`src/rtl/video_pkg.sv`:
```
// Shared types and constants for the 5x5 median-filter window datapath.
// Latency: n/a (declarations only).
// Backpressure: n/a.
package video_pkg;

  typedef enum logic [1:0] {
    WAIT_VS = 2'd0,
    VBLANK  = 2'd1,
    LINE    = 2'd2,
    HBLANK  = 2'd3
  } vwc_state_t;

  localparam int KERNEL_SIZE = 5;
  localparam int LB_COUNT    = 4;

endpackage

```
`src/rtl/sync_delay.sv`:
```
// Fixed-depth shift register that keeps sync/qualifier bits aligned with a datapath.
// Latency: DEPTH cycles from din to dout.
// Backpressure: none; free-running every clock.
module sync_delay #(
  parameter int DEPTH = 5,
  parameter int W     = 3
) (
  input  logic         clk,
  input  logic         rst,
  input  logic [W-1:0] din,
  output logic [W-1:0] dout
);

  logic [W-1:0] sr [DEPTH];

  // Shift one stage per clock; reset flushes the whole pipe so no stale sync leaks out.
  always_ff @(posedge clk) begin
    if (rst) begin
      for (int i = 0; i < DEPTH; i++) sr[i] <= '0;
    end else begin
      sr[0] <= din;
      for (int i = 1; i < DEPTH; i++) sr[i] <= sr[i-1];
    end
  end

  assign dout = sr[DEPTH-1];

endmodule

```
`src/rtl/video_window_ctrl.sv`:
```
// Raster tracker and line-buffer sequencer for the 5x5 window; optional status via VWC_STATUS_EN.
// Latency: addressing/valid outputs 1 cycle after rx_dv; tx_* delayed PIPE_DLY+1 cycles.
// Backpressure: none; follows the incoming video timing, overflow is flagged not stalled.
module video_window_ctrl
  import video_pkg::*;
#(
  parameter  int MAX_W    = 2048,
  parameter  int MAX_H    = 2048,
  parameter  int PIPE_DLY = 4,
  localparam int AW       = $clog2(MAX_W),
  localparam int RW       = $clog2(MAX_H)
) (
  input  logic          clk,
  input  logic          rst,
  input  logic          rx_dv,
  input  logic          rx_hs,
  input  logic          rx_vs,
  output logic          lb_wr_en,
  output logic [AW-1:0] lb_addr,
  output logic [1:0]    lb_wr_sel,
  output logic [AW-1:0] col,
  output logic [RW-1:0] row,
  output logic          win_valid,
  output logic          ovf,
  output logic          tx_dv,
  output logic          tx_hs,
  output logic          tx_vs
`ifdef VWC_STATUS_EN
  ,
  output logic [15:0]   frame_cnt,
  output logic [AW-1:0] meas_w,
  output logic [RW-1:0] meas_h
`endif
);

  // Counters carry one extra bit so "one past the last position" marks saturation.
  localparam int CW = AW + 1;
  localparam int HW = RW + 1;
  localparam logic [CW-1:0] COL_FULL = CW'(MAX_W);
  localparam logic [CW-1:0] COL_ONE  = CW'(1);
  localparam logic [AW-1:0] COL_LAST = AW'(MAX_W - 1);
  localparam logic [AW-1:0] COL_WIN  = AW'(KERNEL_SIZE - 1);
  localparam logic [HW-1:0] ROW_FULL = HW'(MAX_H);
  localparam logic [HW-1:0] ROW_ONE  = HW'(1);
  localparam logic [RW-1:0] ROW_LAST = RW'(MAX_H - 1);
  localparam logic [RW-1:0] ROW_WIN  = RW'(KERNEL_SIZE - 1);
  localparam logic [1:0]    SEL_LAST = 2'(LB_COUNT - 1);

  vwc_state_t    state, state_nxt;
  logic          vs_q;
  logic          vs_rise;
  logic [CW-1:0] col_cnt, col_cnt_nxt;
  logic [HW-1:0] row_cnt, row_cnt_nxt;
  logic          col_full, row_full;
  logic          take_pix;
  logic          wr_en_nxt, win_nxt, ovf_nxt;
  logic [AW-1:0] col_nxt;
  logic [RW-1:0] row_nxt;
  logic [1:0]    sel_nxt;
  logic [2:0]    tx_bus;

  assign vs_rise  = rx_vs & ~vs_q;
  assign col_full = (col_cnt == COL_FULL);
  assign row_full = (row_cnt == ROW_FULL);
  // Read and write share one column address (read-before-write RAMs).
  assign lb_addr  = col;

  // FSM state register.
  always_ff @(posedge clk) begin
    if (rst) state <= WAIT_VS;
    else     state <= state_nxt;
  end

  // Next state plus next values of every counter and registered output; vs edge overrides all.
  always_comb begin
    state_nxt   = state;
    col_cnt_nxt = col_cnt;
    row_cnt_nxt = row_cnt;
    sel_nxt     = lb_wr_sel;
    col_nxt     = col;
    row_nxt     = row;
    wr_en_nxt   = 1'b0;
    win_nxt     = 1'b0;
    ovf_nxt     = ovf;
    take_pix    = 1'b0;

    if (vs_rise) begin
      state_nxt   = VBLANK;
      col_cnt_nxt = '0;
      row_cnt_nxt = '0;
      sel_nxt     = 2'd0;
      col_nxt     = '0;
      row_nxt     = '0;
      ovf_nxt     = 1'b0;
    end else begin
      case (state)
        WAIT_VS: ;
        VBLANK, HBLANK: begin
          if (rx_dv) begin
            state_nxt = LINE;
            take_pix  = 1'b1;
          end
        end
        LINE: begin
          if (rx_dv) begin
            take_pix = 1'b1;
          end else begin
            state_nxt   = HBLANK;
            col_cnt_nxt = '0;
            if (!row_full) row_cnt_nxt = row_cnt + ROW_ONE;
            sel_nxt = (lb_wr_sel == SEL_LAST) ? 2'd0 : lb_wr_sel + 2'd1;
          end
        end
        default: state_nxt = WAIT_VS;
      endcase
    end

    if (take_pix) begin
      col_nxt   = col_full ? COL_LAST : col_cnt[AW-1:0];
      row_nxt   = row_full ? ROW_LAST : row_cnt[RW-1:0];
      wr_en_nxt = !col_full && !row_full;
      if (!col_full)  col_cnt_nxt = col_cnt + COL_ONE;
      if (!wr_en_nxt) ovf_nxt = 1'b1;
      win_nxt   = wr_en_nxt && (row_nxt >= ROW_WIN) && (col_nxt >= COL_WIN);
    end
  end

  // Register raster counters and all addressing/valid outputs.
  always_ff @(posedge clk) begin
    if (rst) begin
      vs_q      <= 1'b0;
      col_cnt   <= '0;
      row_cnt   <= '0;
      lb_wr_sel <= 2'd0;
      col       <= '0;
      row       <= '0;
      lb_wr_en  <= 1'b0;
      win_valid <= 1'b0;
      ovf       <= 1'b0;
    end else begin
      vs_q      <= rx_vs;
      col_cnt   <= col_cnt_nxt;
      row_cnt   <= row_cnt_nxt;
      lb_wr_sel <= sel_nxt;
      col       <= col_nxt;
      row       <= row_nxt;
      lb_wr_en  <= wr_en_nxt;
      win_valid <= win_nxt;
      ovf       <= ovf_nxt;
    end
  end

  sync_delay #(
    .DEPTH (PIPE_DLY + 1),
    .W     (3)
  ) u_sync_delay (
    .clk  (clk),
    .rst  (rst),
    .din  ({rx_dv, rx_hs, rx_vs}),
    .dout (tx_bus)
  );

  assign {tx_dv, tx_hs, tx_vs} = tx_bus;

`ifdef VWC_STATUS_EN
  // Frame count and measured geometry; counts are clamped to the output width when saturated.
  always_ff @(posedge clk) begin
    if (rst) begin
      frame_cnt <= '0;
      meas_w    <= '0;
      meas_h    <= '0;
    end else begin
      if (vs_rise) begin
        frame_cnt <= frame_cnt + 16'd1;
        meas_h    <= row_full ? ROW_LAST : row_cnt[RW-1:0];
      end
      if (!vs_rise && state == LINE && !rx_dv) begin
        meas_w <= col_full ? COL_LAST : col_cnt[AW-1:0];
      end
    end
  end
`endif

endmodule
```
`config.mk`:
```
export PLATFORM = sky130hd
export DESIGN_NAME = video_window_ctrl
export DESIGN_NICKNAME = d
export VERILOG_FILES = /design/src/rtl/video_pkg.sv /design/src/rtl/sync_delay.sv /design/src/rtl/video_window_ctrl.sv
export SDC_FILE = /design/constraint.sdc
export NUM_CORES = 1
export LEC_CHECK = 0
export ABC_AREA = 1
export BUFFER_PORTS_ARGS = -buffer_cell sky130_fd_sc_hd__buf_2
export CAP_MARGIN = 20
export CELL_PAD_IN_SITES_DETAIL_PLACEMENT = 1
export CELL_PAD_IN_SITES_GLOBAL_PLACEMENT = 1
export CORE_MARGIN = 5
export CORE_UTILIZATION = 41
export DETAILED_ROUTE_END_ITERATION = 8
export GPL_ROUTABILITY_DRIVEN = 0
export PLACE_DENSITY = 0.89
export SETUP_SLACK_MARGIN = 0.3
export SLEW_MARGIN = 10
export SYNTH_ARGS = -nofsm -noshare
export SYNTH_HDL_FRONTEND = slang
export SYNTH_SLANG_ARGS = --single-unit
```
`constraint.sdc`:
```
create_clock -name clk -period 1.73 [get_ports clk]
set_clock_uncertainty 0.1 [all_clocks]
set_input_delay 0 -clock clk [delete_from_list [all_inputs] [get_ports clk]]
set_output_delay 0 -clock clk [all_outputs]
set_load 0.005 [all_outputs]
```
* Yosys cells after proc, flatten, opt, wreduce, memory -nomap -nowiden *
Memory sizes are Yosys's and may differ from the RTL's.
Index checks and enable logic that the tools add are counted.

word-level totals
  bits in writable memories = 15
  flip-flop bits (word level) = 54
  bits of input ports = 5
  logic and storage cells = 82
  memories kept = 1

memories
  memory           words  width  read ports  clocked after memory_dff  wr ports  RTL line          text
  u_sync_delay.sr  5      3      5           0                         5         sync_delay.sv:14  logic [W-1:0] sr [DEPTH];

cells by class
  bitwise logic cells = 10
  mux-type cells = 29
  reductions and logical operators = 16
  magnitude comparators = 2
  eq/ne operators = 10
  add/subtract/negate cells = 3

operator list
  operator                                               number
  2-to-1 mux 12 bit                                      5
  2-to-1 mux 11 bit                                      5
  adder 12 x 1 -> 12 bit (second input constant)         2
  equality test 12 bit (second input constant)           2
  >= comparator 11 x 3 -> 1 bit (second input constant)  2
  2-to-1 mux 3 bit                                       5
  2-to-1 mux 1 bit                                       10
  AND reduction 3 bit                                    3
  equality test 2 bit (second input constant)            3
  2-to-1 mux 2 bit                                       3
  != test 3 bit (second input constant)                  2
  OR reduction 2 bit                                     3
  OR 1 bit                                               5
  != test 2 bit (second input constant)                  2
  NOT 1 bit                                              4
  case mux 2 bit (2 select lines)                        1
  nonzero test 2 bit                                     2
  logical AND 1 bit                                      3
  nonzero test 3 bit                                     1
  OR reduction 3 bit                                     1
  adder 2 x 1 -> 2 bit (second input constant)           1
  equality test 2 x 1 -> 1 bit (second input constant)   1
  zero test 1 bit                                        2
  AND reduction 2 bit                                    1
  bitwise AND 1 bit                                      1

* Logic depth before layout (Yosys ltp) *
Gate-level depths: netlist of run 1.

  depth in word-level cells = 6
  gate-level depth with buffers = 12
  depth with buffers taken out = 11

* Hierarchy *
A second synthesis of run 1 with hierarchy kept.

second synthesis, totals
  cell total of the unflattened synthesis = 437
  area, all modules = 3,264.4 um^2

by module, submodules not included
  module             times used  area each (um^2)  sequential area each (um^2)  cells each
  video_window_ctrl  1           2,817.7           1,081.0                      388
  sync_delay         1           446.7             300.3                        49

* Least setup slack after synthesis of run 1 *
Ideal clock, no wire load.

  path kind = reg-to-reg
  from = register row_cnt[0]
  to = register row_cnt[4]
  path buffers = 1
  cell stages (with the launch flop) = 13
  path slack = 0.265 ns
  period minus slack after synthesis = 1.465 ns
  required time = 1.560 ns
  arrival = 1.295 ns
  path through = dfxtp_1 inv_1 ha_1 nand2_1 inv_1 nand2_1 nor2_1 nand2_2 nand2_4 inv_2 buf_4 nand2_1 a21oi_1

on the way
  word-level cells in the longest chain between the ends = 3
  elaborated cells on any way between the ends = 4
  classes of those cells = 1 x add/sub; 1 x eq/ne; 1 x bitwise; 1 x reduce/logical

RTL lines
  what                                                                            RTL line                  text
  from (decl)                                                                     video_window_ctrl.sv:53   logic [HW-1:0] row_cnt, row_cnt_nxt;
  from (signal assigned)                                                          video_window_ctrl.sv:143  row_cnt <= row_cnt_nxt;
  parallel branches: the longest is 3 deep, another holds adder 12 x 1 -> 12 bit  n/a

Several ways; the timed one is not identified.
A chain may end at the register's enable or synchronous reset.

* Worst setup path after layout of run 1 *
  from = register col_cnt[1]
  to = register col_cnt[11]

on the way
  word-level cells in the longest chain between the ends = 3
  elaborated cells on any way between the ends = 4
  classes of those cells = 1 x add/sub; 1 x eq/ne; 2 x mux

RTL lines
  what                                                                   RTL line                                           text
  from (decl)                                                            video_window_ctrl.sv:52                            logic [CW-1:0] col_cnt, col_cnt_nxt;
  from (signal assigned)                                                 video_window_ctrl.sv:142                           col_cnt <= col_cnt_nxt;
  adder 12 x 1 -> 12 bit / equality test 12 bit (equally long branches)  video_window_ctrl.sv:122, video_window_ctrl.sv:63
  2-to-1 mux 12 bit *                                                    video_window_ctrl.sv:122                           if (!col_full) col_cnt_nxt = col_cnt + COL_ONE;
  2-to-1 mux 12 bit *                                                    video_window_ctrl.sv:118                           if (take_pix) begin

Mark *: on every way between the ends. The rest lies on a longest branch, timed or not.

==> metrics.md, run 1 <==
| Metric | Value |
|---|---|
| Final period utilization | 0.9476 |
| Final hold vios | 0 |
| Mapped Area | 0.003337 mm² |
| Most common cell after layout, fill and taps aside | nand2_1 |
| Initial Util | 0.4145 |
| Worst path top cell family by delay | simple AND/OR/NAND/NOR gates |
| GRT Total Usage | 0.2254 |
| Synth warn | 0 |
| CP max FO | 3 |
| Share of cells above drive strength 1 | 0.4678 |
| Compound-Gate Fraction of Synth Area | 0.1204 |
| Nets | 548 |
| Synthesized flop and latch total | 68 |
| Max Cap Viol | 0 |
| Slew HR | 0.7465 |
| Hold Path Class | in2reg |
| Achievable Freq | 610.0 MHz |
| XOR/XNOR Fraction of Synth Area | 0.02887 |
| Reg2reg start | col_cnt[1]$_SDFF_PP0_ |
| Core footprint | 0.008051 mm² |
| Post-Layout Inst Area | 0.004654 mm² |
| Worst Hold Launch | rx_vs |
| Final setup violation count | 0 |
| Longest Clk Path Bufs | 2 |
| Minimum clock period | 1639 ps |
| Fin util | 0.5781 |
| Crit path top cell by count | nand2_1 |
| Slew Viols, Final | 0 |
| Crit path capture type | flop |
| Ys async rst share | 0 |
| Post-Syn Nets | 462 |
| Layout Cells excl Fill | 648 |
| Post-synth EDFFs | 0 |
| CP cell instances | buf_4 > nand2_2 > nor2_4 > buf_6 > nand3_1 > nand2_1 > nand3_1 > nand2_1 > nand2_1 > nand2_1 |
| Routed vias/inst | 5.698 |
| # DRC | 0 |
| RSZ-0062 raised after global routing | yes |
| Height of the die | 100.2 µm |
| CTS tree | yes |
| Worst-Skew Late Latency | 370 ps |
| PD cells | 667.6 mW/mm² |
| I/O Pins | 46 |
| Pleak | 0.002019 µW |
| CP startpoint | col_cnt[1]$_SDFF_PP0_ |
| Main combinational cell family by area after synthesis | simple AND/OR/NAND/NOR gates |
| Initial antenna violation count | 0 |
| Min-Delay Path Depth | 6 |
| Via Count | 3692 |
| Critical path class | reg2reg |
| Simple-gate share of the synthesized area | 0.3116 |
| Register area share after synthesis | 0.4079 |
| Critical Path Max Stage Delay | 400 ps |
| Remaining Overflow, GRT | 0 |
| Cells after DPL | 588 |
| Post-Synthesis Cells | 452 |
| CTS clk-pin slew, worst paths | 90 ps |
| Commonest non-fill, non-tap cells in the layout | nand2_1 (80), dfxtp_1 (48), buf_2 (45) |
| # rows | 33 |
| Worst Path Buf+Inv | 2 |
| Post-synthesis adder-cell area fraction | 0.01875 |
| CP Data Required Time | 1940 ps |
| Die X | 100.2 µm |
| First-pass GRT wire length | 17780 µm |
| Post-route ant nets | 0 |
| Main synth FF type | dfxtp_1 |
| 1st-pass router iterations | 6 |
| Placed cell area | 0.003628 mm² |
| Clock buffer count from CTS | 9 |
| Maximum vdd drop | 380.6 µV |
| Number of global-route vias before repair | 3623 |
| Average wire per standard cell | 21.28 µm |
| Die ar. | 0.01004 mm² |
| CP Launch Type | flop |
| Dpl hpwl | 6637 µm |
| DRT Wirelength | 13790 µm |
| DR iter-0 viols | 207 |
| Worst EP arrival | 1850 ps |
| Largest net degree at the start of global routing | 39 |
| Syn_area_per_cell | 7.383 µm² |
| Setup WS pre-CTS | 53.46 ps |
| Share of the synthesized area in the top cell type | 0.4079 |
| Ranking of synthesized cells by area | dfxtp_1 (41%), nand2_1 (11%), nor2_1 (6.2%), inv_1 (4.5%), a21oi_1 (3.7%) |
| Yosys cell types | 31 |
| TritonCTS Sinks | 68 |
| Area Overhead vs Synth | 39.48% |
| Status | completed |
| Worst slew pin tran | 380.2 ps |
| Reg2reg path depth | 10 |
| Final worst slack | 90.61 ps |
| H-tree depth | 3 |
| Final TNS setup | 0 ps |
| Synth area leader | dfxtp_1 |
| Port bufs | 45 |
| Mux share of post-synthesis cell area | 0 |
| Slowest cell on crit path | dfxtp_4 |
| Clock root buffer | clkbuf_8 |
| Instance count on the critical path | 10 |
| Ant. Diodes | 0 |
[Yosys cell counts (10+ instances only)]
cell type,number
nand2_1,102
dfxtp_1,68
nor2_1,55
inv_1,40
a21oi_1,25
nand3_1,21
o21ai_0,16
o21ai_1,15
nand4_1,14
buf_4,13
buf_2,11
nand2_4,11
a21oi_2,10
[area by class of cell]
class                      instances  area, µm²
clock buffer                       9      123.9
multi-input combinational        307       1954
timing repair buffer             105      777.0
sequential                        68       1414
inverter                          47      201.4
tap                              105      131.4
clock inverter                     7      52.55
fill                             984       3397
[tightest hold or removal path: stages]
cell and delay (ps):
buf_2 70, inv_1 60, nor2_4 210, nor2_4 100, o21ai_0 70, nor2_1 40
[kinds of logic (layout without fill, tap and decap cells)]
family | after synthesis | after routing
flops | 68 | 68
buf+inv | 77 | 168
xor+xnor | 11 | 11
compound gates | 69 | 69
simple gates | 222 | 222
fa+ha+maj | 5 | 5
[metal layers]
| layer | global-route usage | part of all wire | up-vias |
|---|---|---|---|
| li1 | - | - | 1611 |
| met1 | 0.2608 | 0.38 | 1811 |
| met2 | 0.3904 | 0.50 | 202 |
| met3 | 0.04656 | 0.062 | 68 |
| met4 | 0.1161 | 0.057 | 0 |
| met5 | 0 | 0 | - |
[state kept, by name (all words and copies together), names as in the netlist]
register and cells:
win_valid 1, u_sync_delay.sr 15, col_cnt 12, ovf 1, lb_wr_en 1, lb_wr_sel 2, state 2, col 11
row 11, row_cnt 12
[per-stage QoR]
stage	hold slack, ps	power, µW
final	123.3	3107
after detailed placement	111.7	1790
after CTS	133.0	3019
after global placement	97.48	1783
after global routing	142.7	3201
after floorplan	6.967	1743
[path summary, 6_finish.rpt]
kind	end	slack, ps
max	col_cnt[11]$_SDFF_PP0_	90
min	lb_wr_sel[1]$_SDFFE_PP0P_	120
max reg2reg	col_cnt[11]$_SDFF_PP0_	90
min reg2reg	u_sync_delay.sr[0][8]$_SDFF_PP0_	310
[where the power goes]
group          total [µW]  switching [µW]  leakage, µW  internal [µW]
Sequential           1580            13.9     0.000563           1570
Clock                1250             721    0.0000896            527
Combinational         279             166      0.00137            112
Total                3110             901      0.00202           2210
[repair_timing]
action | CTS | global route
cloned | 1 | 0
endpoints found under the hold margin | 10 | 0
hold buffers | 4 | 0
setup buffers | 21 | 18
setup endpoints to repair | 51 | 51
pin swaps | 20 | 39
gates resized for setup | 62 | 99
Power figures use the tool's default switching activity.
==> inputs of run 2 (changes only) <==
--- a/config.mk
+++ b/config.mk
@@ -8,7 +8,7 @@
 export ABC_AREA = 1
 export BUFFER_PORTS_ARGS = -buffer_cell sky130_fd_sc_hd__buf_2
 export CAP_MARGIN = 20
-export CELL_PAD_IN_SITES_DETAIL_PLACEMENT = 1
+export CELL_PAD_IN_SITES_DETAIL_PLACEMENT = 0
 export CELL_PAD_IN_SITES_GLOBAL_PLACEMENT = 1
 export CORE_MARGIN = 5
 export CORE_UTILIZATION = 41
==> run 2 against run 1 <==
  * Core utilization shrank 3.5 points
  * Critical path depth grew 1
  * Clock-buffer cell count grew 1
  * Combinational power shrank 20%
  * Clock power is essentially flat
  * Final cell count shrank 2.3%
  * Sequential power is essentially flat
  * Total power shrank 1.9%
==> metrics.md, run 2 (synthesis results as in run 1) <==
| Metric | Value |
|---|---|
| Biggest regs | u_sync_delay.sr: 15 flops, col_cnt: 12 flops, row_cnt: 12 flops (unchanged) |
| Routed vias/inst | 4.964 (was 5.698) |
| Area Overhead vs Synth | 31.08% (was 39.48%) |
| Slowest cell on crit path | dfxtp_2 (was dfxtp_4) |
| I/O Pins | 46 (unchanged) |
| CTS clk-pin slew, worst paths | 80 ps (was 90 ps) |
| Worst Path Buf+Inv | 3 (was 2) |
| Reg2reg start | row_cnt[0]$_SDFFE_PP0P_ (was col_cnt[1]$_SDFF_PP0_) |
| CP Launch Type | flop (unchanged) |
| Final worst slack | 184.8 ps (was 90.61 ps) |
| Status | completed (unchanged) |
| # DRC | 0 (unchanged) |
| Final setup violation count | 0 (unchanged) |
| Via Count | 3142 (was 3692) |
| DRT Wirelength | 8387 µm (was 13790 µm) |
| Die ar. | 0.01004 mm² (unchanged) |
| CP Data Required Time | 1910 ps (was 1940 ps) |
| Biggest register | u_sync_delay.sr (unchanged) |
| Slew HR | 0.6726 (was 0.7465) |
| Most common cell after layout, fill and taps aside | nand2_1 (unchanged) |
| Fin util | 0.5433 (was 0.5781) |
| Longest Clk Path Bufs | 2 (unchanged) |
| Largest register FFs | 15 (unchanged) |
| Clock buffer count from CTS | 9 (unchanged) |
| CP max FO | 7 (was 3) |
| Min-Delay Path Depth | 6 (unchanged) |
| Initial Util | 0.4145 (unchanged) |
| Core footprint | 0.008051 mm² (unchanged) |
| Post-route ant nets | 0 (unchanged) |
| Hold endpoint | row_cnt[1]$_SDFFE_PP0P_ (was lb_wr_sel[1]$_SDFFE_PP0P_) |
| Reg2reg path depth | 11 (was 10) |
| Flop2flop setup slack | 180 ps (was 90 ps) |
| Achievable Freq | 647.2 MHz (was 610.0 MHz) |
| Setup WS pre-CTS | 111.7 ps (was 53.46 ps) |
| Clk pwr share | 0.407 (was 0.402) |
| Share of cells above drive strength 1 | 0.4053 (was 0.4678) |
| Pleak | 0.001938 µW (was 0.002019 µW) |
| Critical path class | reg2reg (unchanged) |
| DR iter-0 viols | 130 (was 207) |
| Worst-Skew Late Latency | 350 ps (was 370 ps) |
| Worst slew pin tran | 491.1 ps (was 380.2 ps) |
| Hold Path Class | in2reg (unchanged) |
| Nets | 535 (was 548) |
| Final TNS setup | 0 ps (unchanged) |
| TritonCTS Sinks | 68 (unchanged) |
| Die X | 100.2 µm (unchanged) |
| Seq pwr share | 0.520 (was 0.509) |
| Number of global-route vias before repair | 2754 (was 3623) |
| # rows | 33 (unchanged) |
| Commonest non-fill, non-tap cells in the layout | nand2_1 (86), dfxtp_1 (51), nor2_1 (46) (was nand2_1 (80), dfxtp_1 (48), buf_2 (45)) |
| GRT Total Usage | 0.1637 (was 0.2254) |
| Height of the die | 100.2 µm (unchanged) |
| Worst Hold Launch | rx_vs (unchanged) |
| 1st-pass router iterations | 4 (was 6) |
| Slew Viols, Final | 0 (unchanged) |
| Maximum vdd drop | 502.5 µV (was 380.6 µV) |
| Initial antenna violation count | 0 (unchanged) |
| Average wire per standard cell | 13.25 µm (was 21.28 µm) |
| Crit path capture type | flop (unchanged) |
| Register area | 0.001403 mm² (was 0.001414 mm²) |
| Area of the multi-input gates | 0.001824 mm² (was 0.001954 mm²) |
| Cell Int Power | 2314 µW (was 2206 µW) |
| RSZ-0062 raised after global routing | yes (unchanged) |
| Filler cell count | 748 (was 984) |
| Combinational Power Share | 0.073 (was 0.090) |
| First-pass GRT wire length | 13190 µm (was 17780 µm) |
| Worst EP arrival | 1730 ps (was 1850 ps) |
| Critical Path Max Stage Delay | 340 ps (was 400 ps) |
| Remaining Overflow, GRT | 0 (unchanged) |
| Dpl hpwl | 5553 µm (was 6637 µm) |
| CP cell instances | inv_2 > ha_4 > nand2_2 > inv_2 > nand2_1 > nor2_1 > nand2_2 > nand2_4 > buf_8 > nand2_4 > a21oi_2 (was buf_4 > nand2_2 > nor2_4 > buf_6 > nand3_1 > nand2_1 > nand3_1 > nand2_1 > nand2_1 > nand2_1) |
| H-tree depth | 3 (unchanged) |
| Final hold vios | 0 (unchanged) |
| Post-Layout Inst Area | 0.004374 mm² (was 0.004654 mm²) |
| Psw | 733.9 µW (was 901.1 µW) |
| Placed cell area | 0.003628 mm² (unchanged) |
| Final period utilization | 0.8932 (was 0.9476) |
| Port bufs | 45 (unchanged) |
| Reg-to-Reg End | row_cnt[4]$_SDFFE_PP0P_ (was col_cnt[11]$_SDFF_PP0_) |
| Ant. Diodes | 0 (unchanged) |
| Sw Ratio | 0.2408 (was 0.2900) |
| Largest net degree at the start of global routing | 39 (unchanged) |
| PD cells | 696.8 mW/mm² (was 667.6 mW/mm²) |
| Minimum clock period | 1545 ps (was 1639 ps) |
| Clock root buffer | clkbuf_8 (unchanged) |
| Worst path top cell family by delay | simple AND/OR/NAND/NOR gates (unchanged) |
| CTS tree | yes (unchanged) |
| Max Cap Viol | 0 (unchanged) |
[run 2: cell types whose count changed in the layout (fill, tap and decap cells not counted), sizes merged]
cell	delta
bufinv	+1
clkbuf	+1
clkinv	-2
buf	-13
clkinvlp	-2
[run 2: area by class of cell]
cell class                 instances  share of cell area
inverter                          47             0.04462
sequential                        68              0.3207
clock inverter                     4             0.01201
timing repair buffer              92              0.1465
clock buffer                      10             0.02918
multi-input combinational        307              0.4170
tap                              105             0.03003
[run 2: worst max path at each step]
stage / slack (ps) / from / end / depth (start not counted)
finish: 180 / row_cnt[0]$_SDFFE_PP0P_ / row_cnt[4]$_SDFFE_PP0P_ / 11
global route: 110 / row_cnt[0]$_SDFFE_PP0P_ / row_cnt[4]$_SDFFE_PP0P_ / 11
CTS: 230 / row_cnt[1]$_SDFFE_PP0P_ / row_cnt[4]$_SDFFE_PP0P_ / 11
detailed placement: 110 / state[0]$_SDFFE_PP0P_ / col[3]$_SDFFE_PP0P_ / 6
global placement: 140 / state[0]$_SDFFE_PP0P_ / col[6]$_SDFFE_PP0P_ / 6
floorplan: 280 / col_cnt[0]$_SDFF_PP0_ / col[1]$_SDFFE_PP0P_ / 9
[run 2: metrics by stage]
| stage | std cells | total power (µW) | hold slack [ps] |
|---|---|---|---|
| 2_1_floorplan | 452 | 1743 | 6.967 |
| 3_3_place_gp | 588 | 1783 | 97.48 |
| 3_5_place_dp | 588 | 1786 | 106.3 |
| 4_1_cts | 617 | 3057 | 130.4 |
| 5_1_grt | 633 | 3170 | 149.5 |
| 6_report | 633 | 3048 | 106.1 |
[run 2: power by group through the flow]
stage | combinational (µW) | clock [µW] | sequential [µW]
global route | 241 | 1340 | 1590
global placement | 156 | 0 | 1630
detailed placement | 158 | 0 | 1630
floorplan | 116 | 0 | 1630
CTS | 188 | 1280 | 1590
finish | 222 | 1240 | 1590
[run 2: worst reg2reg max path, stage by stage (launching register included)]
cell     delay [ps]
dfxtp_2         340
inv_2            70
ha_4            130
nand2_2          50
inv_2            60
nand2_1          50
nor2_1          120
nand2_2         100
nand2_4         140
buf_8           150
nand2_4          50
a21oi_2         120
[run 2: repair_timing]
action / 4_1_cts / 5_1_grt
hold buffers: 4 / 0
setup buffers: 10 / 16
pin swaps: 18 / 28
resized for setup: 52 / 63
endpoints found under the setup margin: 50 / 49
gates cloned: 1 / 0
hold endpoints to repair: 13 / 0
[run 2: routing by layer]
metal  GRT usage  vias up  share of wire
li1            -     1586              -
met1      0.2133     1438           0.45
met2      0.2604      108           0.47
met3     0.05142       10          0.070
met4     0.04767        0          0.012
met5           0        -              0
==> inputs of run 3 (changes only) <==
--- a/config.mk
+++ b/config.mk
@@ -5,16 +5,15 @@
 export SDC_FILE = /design/constraint.sdc
 export NUM_CORES = 1
 export LEC_CHECK = 0
-export ABC_AREA = 1
 export BUFFER_PORTS_ARGS = -buffer_cell sky130_fd_sc_hd__buf_2
 export CAP_MARGIN = 20
 export CELL_PAD_IN_SITES_DETAIL_PLACEMENT = 0
 export CELL_PAD_IN_SITES_GLOBAL_PLACEMENT = 1
-export CORE_MARGIN = 5
-export CORE_UTILIZATION = 41
+export CORE_MARGIN = 2
+export CORE_UTILIZATION = 42
 export DETAILED_ROUTE_END_ITERATION = 8
 export GPL_ROUTABILITY_DRIVEN = 0
-export PLACE_DENSITY = 0.89
+export PLACE_DENSITY = 0.9
 export SETUP_SLACK_MARGIN = 0.3
 export SLEW_MARGIN = 10
 export SYNTH_ARGS = -nofsm -noshare
==> run 3 against run 2 <==
  * Register-to-register slack got worse by 170 ps
  * Total power grew 17%
  * Highest routed layer unchanged
  * Non-clock buffer count rose by 20
  * Cell area shrank 1.5%
  * Synthesized cell count shrank 26%
  * Die area down 24%
  * Flip-flop and latch count did not move
  * Global-route usage rose by 3.7 points
  * Clock power increased by 42%
  * Core utilization rose by 9.4 points
  * Sequential power about the same
  * Setup slack worse by 170 ps
  * Critical endpoint is now row[3]$_SDFFE_PP0P_
==> metrics.md, run 3 <==
| Metric | Value |
|---|---|
| Worst slew pin tran | 392.3 ps (was 491.1 ps) |
| Clock root buffer | clkbuf_8 (unchanged) |
| Worst EP arrival | 1900 ps (was 1730 ps) |
| Final TNS setup | 0 ps (unchanged) |
| Hold Path Class | in2reg (unchanged) |
| Largest register FFs | 15 (unchanged) |
| Post-Synthesis Cells | 333 (was 452) |
| Setup WS pre-CTS | -10.84 ps (was 111.7 ps) |
| CP Launch Type | flop (unchanged) |
| Reg2reg path depth | 6 (was 11) |
| Most common library cells after synthesis | dfxtp_1 (68), nand2_1 (32), o21ai_0 (29) (was nand2_1 (102), dfxtp_1 (68), nor2_1 (55)) |
| Slew Viols, Final | 0 (unchanged) |
| Reg2reg start | row_cnt[5]$_SDFFE_PP0P_ (was row_cnt[0]$_SDFFE_PP0P_) |
| Status | completed (unchanged) |
| Hold endpoint | state[0]$_SDFFE_PP0P_ (was row_cnt[1]$_SDFFE_PP0P_) |
| Count leader, synth | dfxtp_1 (was nand2_1) |
| Critical path class | reg2reg (unchanged) |
| Synth warn | 0 (unchanged) |
| Final worst slack | 13.28 ps (was 184.8 ps) |
| Cells after DPL | 455 (was 588) |
| Final setup violation count | 0 (unchanged) |
| DRT Wirelength | 7937 µm (was 8387 µm) |
| Final hold vios | 0 (unchanged) |
| Syn_area_per_cell | 8.721 µm² (was 7.383 µm²) |
| Layout Cells excl Fill | 510 (was 633) |
| Register area share after synthesis | 0.4688 (was 0.4079) |
| Routed vias/inst | 5.380 (was 4.964) |
| Post-route ant nets | 0 (unchanged) |
| Pleak | 0.001770 µW (was 0.001938 µW) |
| CP max FO | 5 (was 7) |
| Remaining Overflow, GRT | 0 (unchanged) |
| Core footprint | 0.006756 mm² (was 0.008051 mm²) |
| Commonest non-fill, non-tap cells in the layout | dfxtp_1 (54), buf_4 (47), buf_2 (45) (was nand2_1 (86), dfxtp_1 (51), nor2_1 (46)) |
| Dpl hpwl | 4636 µm (was 5553 µm) |
| Average wire per standard cell | 15.56 µm (was 13.25 µm) |
| DR iter-0 viols | 115 (was 130) |
| Share of the synthesized area in the top cell type | 0.4688 (was 0.4079) |
| Max Cap Viol | 0 (unchanged) |
| Yosys cell types | 46 (was 31) |
| Port bufs | 45 (unchanged) |
| I/O Pins | 46 (unchanged) |
| Via Count | 2744 (was 3142) |
| Maximum vdd drop | 471.2 µV (was 502.5 µV) |
| Worst-Skew Late Latency | 350 ps (about the same) |
| Initial antenna violation count | 0 (unchanged) |
| H-tree depth | 3 (unchanged) |
| Main synth FF type | dfxtp_1 (unchanged) |
| RSZ-0062 raised after global routing | yes (unchanged) |
| Worst hold slack | 42.68 ps (was 106.1 ps) |
| Area Overhead vs Synth | 48.38% (was 31.08%) |
| Ys async rst share | 0 (unchanged) |
| Post-Layout Inst Area | 0.004309 mm² (was 0.004374 mm²) |
| CTS tree | yes (unchanged) |
| Biggest regs | u_sync_delay.sr: 15 flops, col_cnt: 12 flops, row_cnt: 12 flops (unchanged) |
| Nets | 435 (was 535) |
| Instance count on the critical path | 6 (was 11) |
| Clock buffer count from CTS | 9 (unchanged) |
| CP Data Required Time | 1910 ps (about the same) |
| TritonCTS Sinks | 68 (unchanged) |
| Achievable Freq | 582.5 MHz (was 647.2 MHz) |
| Slowest cell on crit path | or4_4 (was dfxtp_2) |
| Die X | 87.15 µm (was 100.2 µm) |
| Minimum clock period | 1717 ps (was 1545 ps) |
| Worst Path Buf+Inv | 2 (was 3) |
| GRT Total Usage | 0.2012 (was 0.1637) |
| Flop2flop setup slack | 10 ps (was 180 ps) |
| Longest Clk Path Bufs | 2 (unchanged) |
| # rows | 30 (was 33) |
| Largest net degree at the start of global routing | 33 (was 39) |
| Filler cell count | 515 (was 748) |
| Crit path capture type | flop (unchanged) |
| Most common cell after layout, fill and taps aside | dfxtp_1 (was nand2_1) |
| # DRC | 0 (unchanged) |
| Placed cell area | 0.003377 mm² (was 0.003628 mm²) |
| PD cells | 830.7 mW/mm² (was 696.8 mW/mm²) |
| Final period utilization | 0.9923 (was 0.8932) |
| Post-Syn Nets | 343 (was 462) |
| Share of cells above drive strength 1 | 0.4744 (was 0.4053) |
| Ranking of synthesized cells by area | dfxtp_1 (47%), o21ai_0 (5.0%), a21oi_1 (4.3%), nand2_1 (4.1%), nor2b_1 (3.4%) (was dfxtp_1 (41%), nand2_1 (11%), nor2_1 (6.2%), inv_1 (4.5%), a21oi_1 (3.7%)) |
| Height of the die | 87.15 µm (was 100.2 µm) |
| Post-synth EDFFs | 0 (unchanged) |
| Synthesized flop and latch total | 68 (unchanged) |
| CTS clk-pin slew, worst paths | 70 ps (was 80 ps) |
| Min-Delay Path Depth | 3 (was 6) |
| Worst Hold Launch | rx_dv (was rx_vs) |
| Number of global-route vias before repair | 2549 (was 2754) |
| Biggest register | u_sync_delay.sr (unchanged) |
| Synth area leader | dfxtp_1 (unchanged) |
| Critical Path Max Stage Delay | 550 ps (was 340 ps) |
| Reg-to-Reg End | row[3]$_SDFFE_PP0P_ (was row_cnt[4]$_SDFFE_PP0P_) |
| CP cell instances | or4_4 > nor4_4 > buf_6 > buf_12 > nor3_2 > nor2_1 (was inv_2 > ha_4 > nand2_2 > inv_2 > nand2_1 > nor2_1 > nand2_2 > nand2_4 > buf_8 > nand2_4 > a21oi_2) |
| First-pass GRT wire length | 11760 µm (was 13190 µm) |
| Ant. Diodes | 0 (unchanged) |
| Die ar. | 0.007595 mm² (was 0.01004 mm²) |
| Mapped Area | 0.002904 mm² (was 0.003337 mm²) |
| Slew HR | 0.7370 (was 0.6726) |
| 1st-pass router iterations | 4 (unchanged) |
| Initial Util | 0.4298 (was 0.4145) |
| Worst path top cell family by delay | simple AND/OR/NAND/NOR gates (unchanged) |
## run 3: cell families (layout without fill, tap and decap cells)
| kind of cell | count (synthesis) | count (layout) | synth area share |
|---|---|---|---|
| flip-flops | 68 | 68 | 0.4688 |
| multiplexers | 6 | 6 | 0.02197 |
| buffers and inverters | 38 | 135 | 0.07971 |
| XOR/XNOR | 8 | 8 | 0.02413 |
| AO/OA/AOI/OAI | 65 | 65 | 0.1219 |
| adder cells (fa/ha/maj) | 5 | 5 | 0.02154 |
| AND/OR/NAND/NOR | 143 | 143 | 0.2620 |
## run 3: worst min-delay path, delay by kind of cell
family          cells  cell delay, ps
buf+inv             1             230
compound gates      2             220
## run 3: metrics by stage
step                utilization  power [µW]
floorplan                     -        1761
global placement         0.4998        1808
detailed placement       0.4998        1811
CTS                      0.5946        3571
global route             0.6378        3679
finish                   0.6378        3579
## run 3: worst max path at each step
stage / start / end / slack, ps
after detailed placement: row_cnt[5]$_SDFFE_PP0P_ / row_cnt[0]$_SDFFE_PP0P_ / -10
after global routing: row_cnt[5]$_SDFFE_PP0P_ / row[6]$_SDFFE_PP0P_ / -70
after CTS: row_cnt[5]$_SDFFE_PP0P_ / row[6]$_SDFFE_PP0P_ / 30
final: row_cnt[5]$_SDFFE_PP0P_ / row[3]$_SDFFE_PP0P_ / 10
after global placement: row_cnt[0]$_SDFFE_PP0P_ / row_cnt[8]$_SDFFE_PP0P_ / 9
after floorplan: row_cnt[5]$_SDFFE_PP0P_ / row_cnt[1]$_SDFFE_PP0P_ / 100
## run 3: final cells by class
cell class / count / area (µm²) / share of cell area
Multi-Input combinational cell: 227 / 1699 / 0.3943
Sequential cell: 68 / 1401 / 0.3252
Timing Repair Buffer: 112 / 805.8 / 0.1870
Clock buffer: 10 / 137.6 / 0.03194
Clock inverter: 6 / 133.9 / 0.03107
Tap cell: 80 / 100.1 / 0.02323
Inverter: 7 / 31.28 / 0.007259
## run 3: where the power goes
group / internal (µW) / leakage [µW] / switching (µW)
combinational: 96.4 / 0.00107 / 125
sequential: 1580 / 0.000560 / 17.4
clock: 1140 / 0.000137 / 619
## run 3: routing by layer
metal / up-vias / GRT usage / routed length [µm]
li1: 1329 / - / -
met1: 1320 / 0.2371 / 3230
met2: 76 / 0.3414 / 4170
met3: 19 / 0.04929 / 362
met4: 0 / 0.09790 / 174
met5: - / 0 / 0
## run 3: timing repair
action,CTS,global route
pin swaps,23,15
cloned,1,0
setup buffers,23,10
gates resized for setup,42,49
endpoints found under the hold margin,8,3
setup endpoints to repair,48,50
hold buffers,4,1
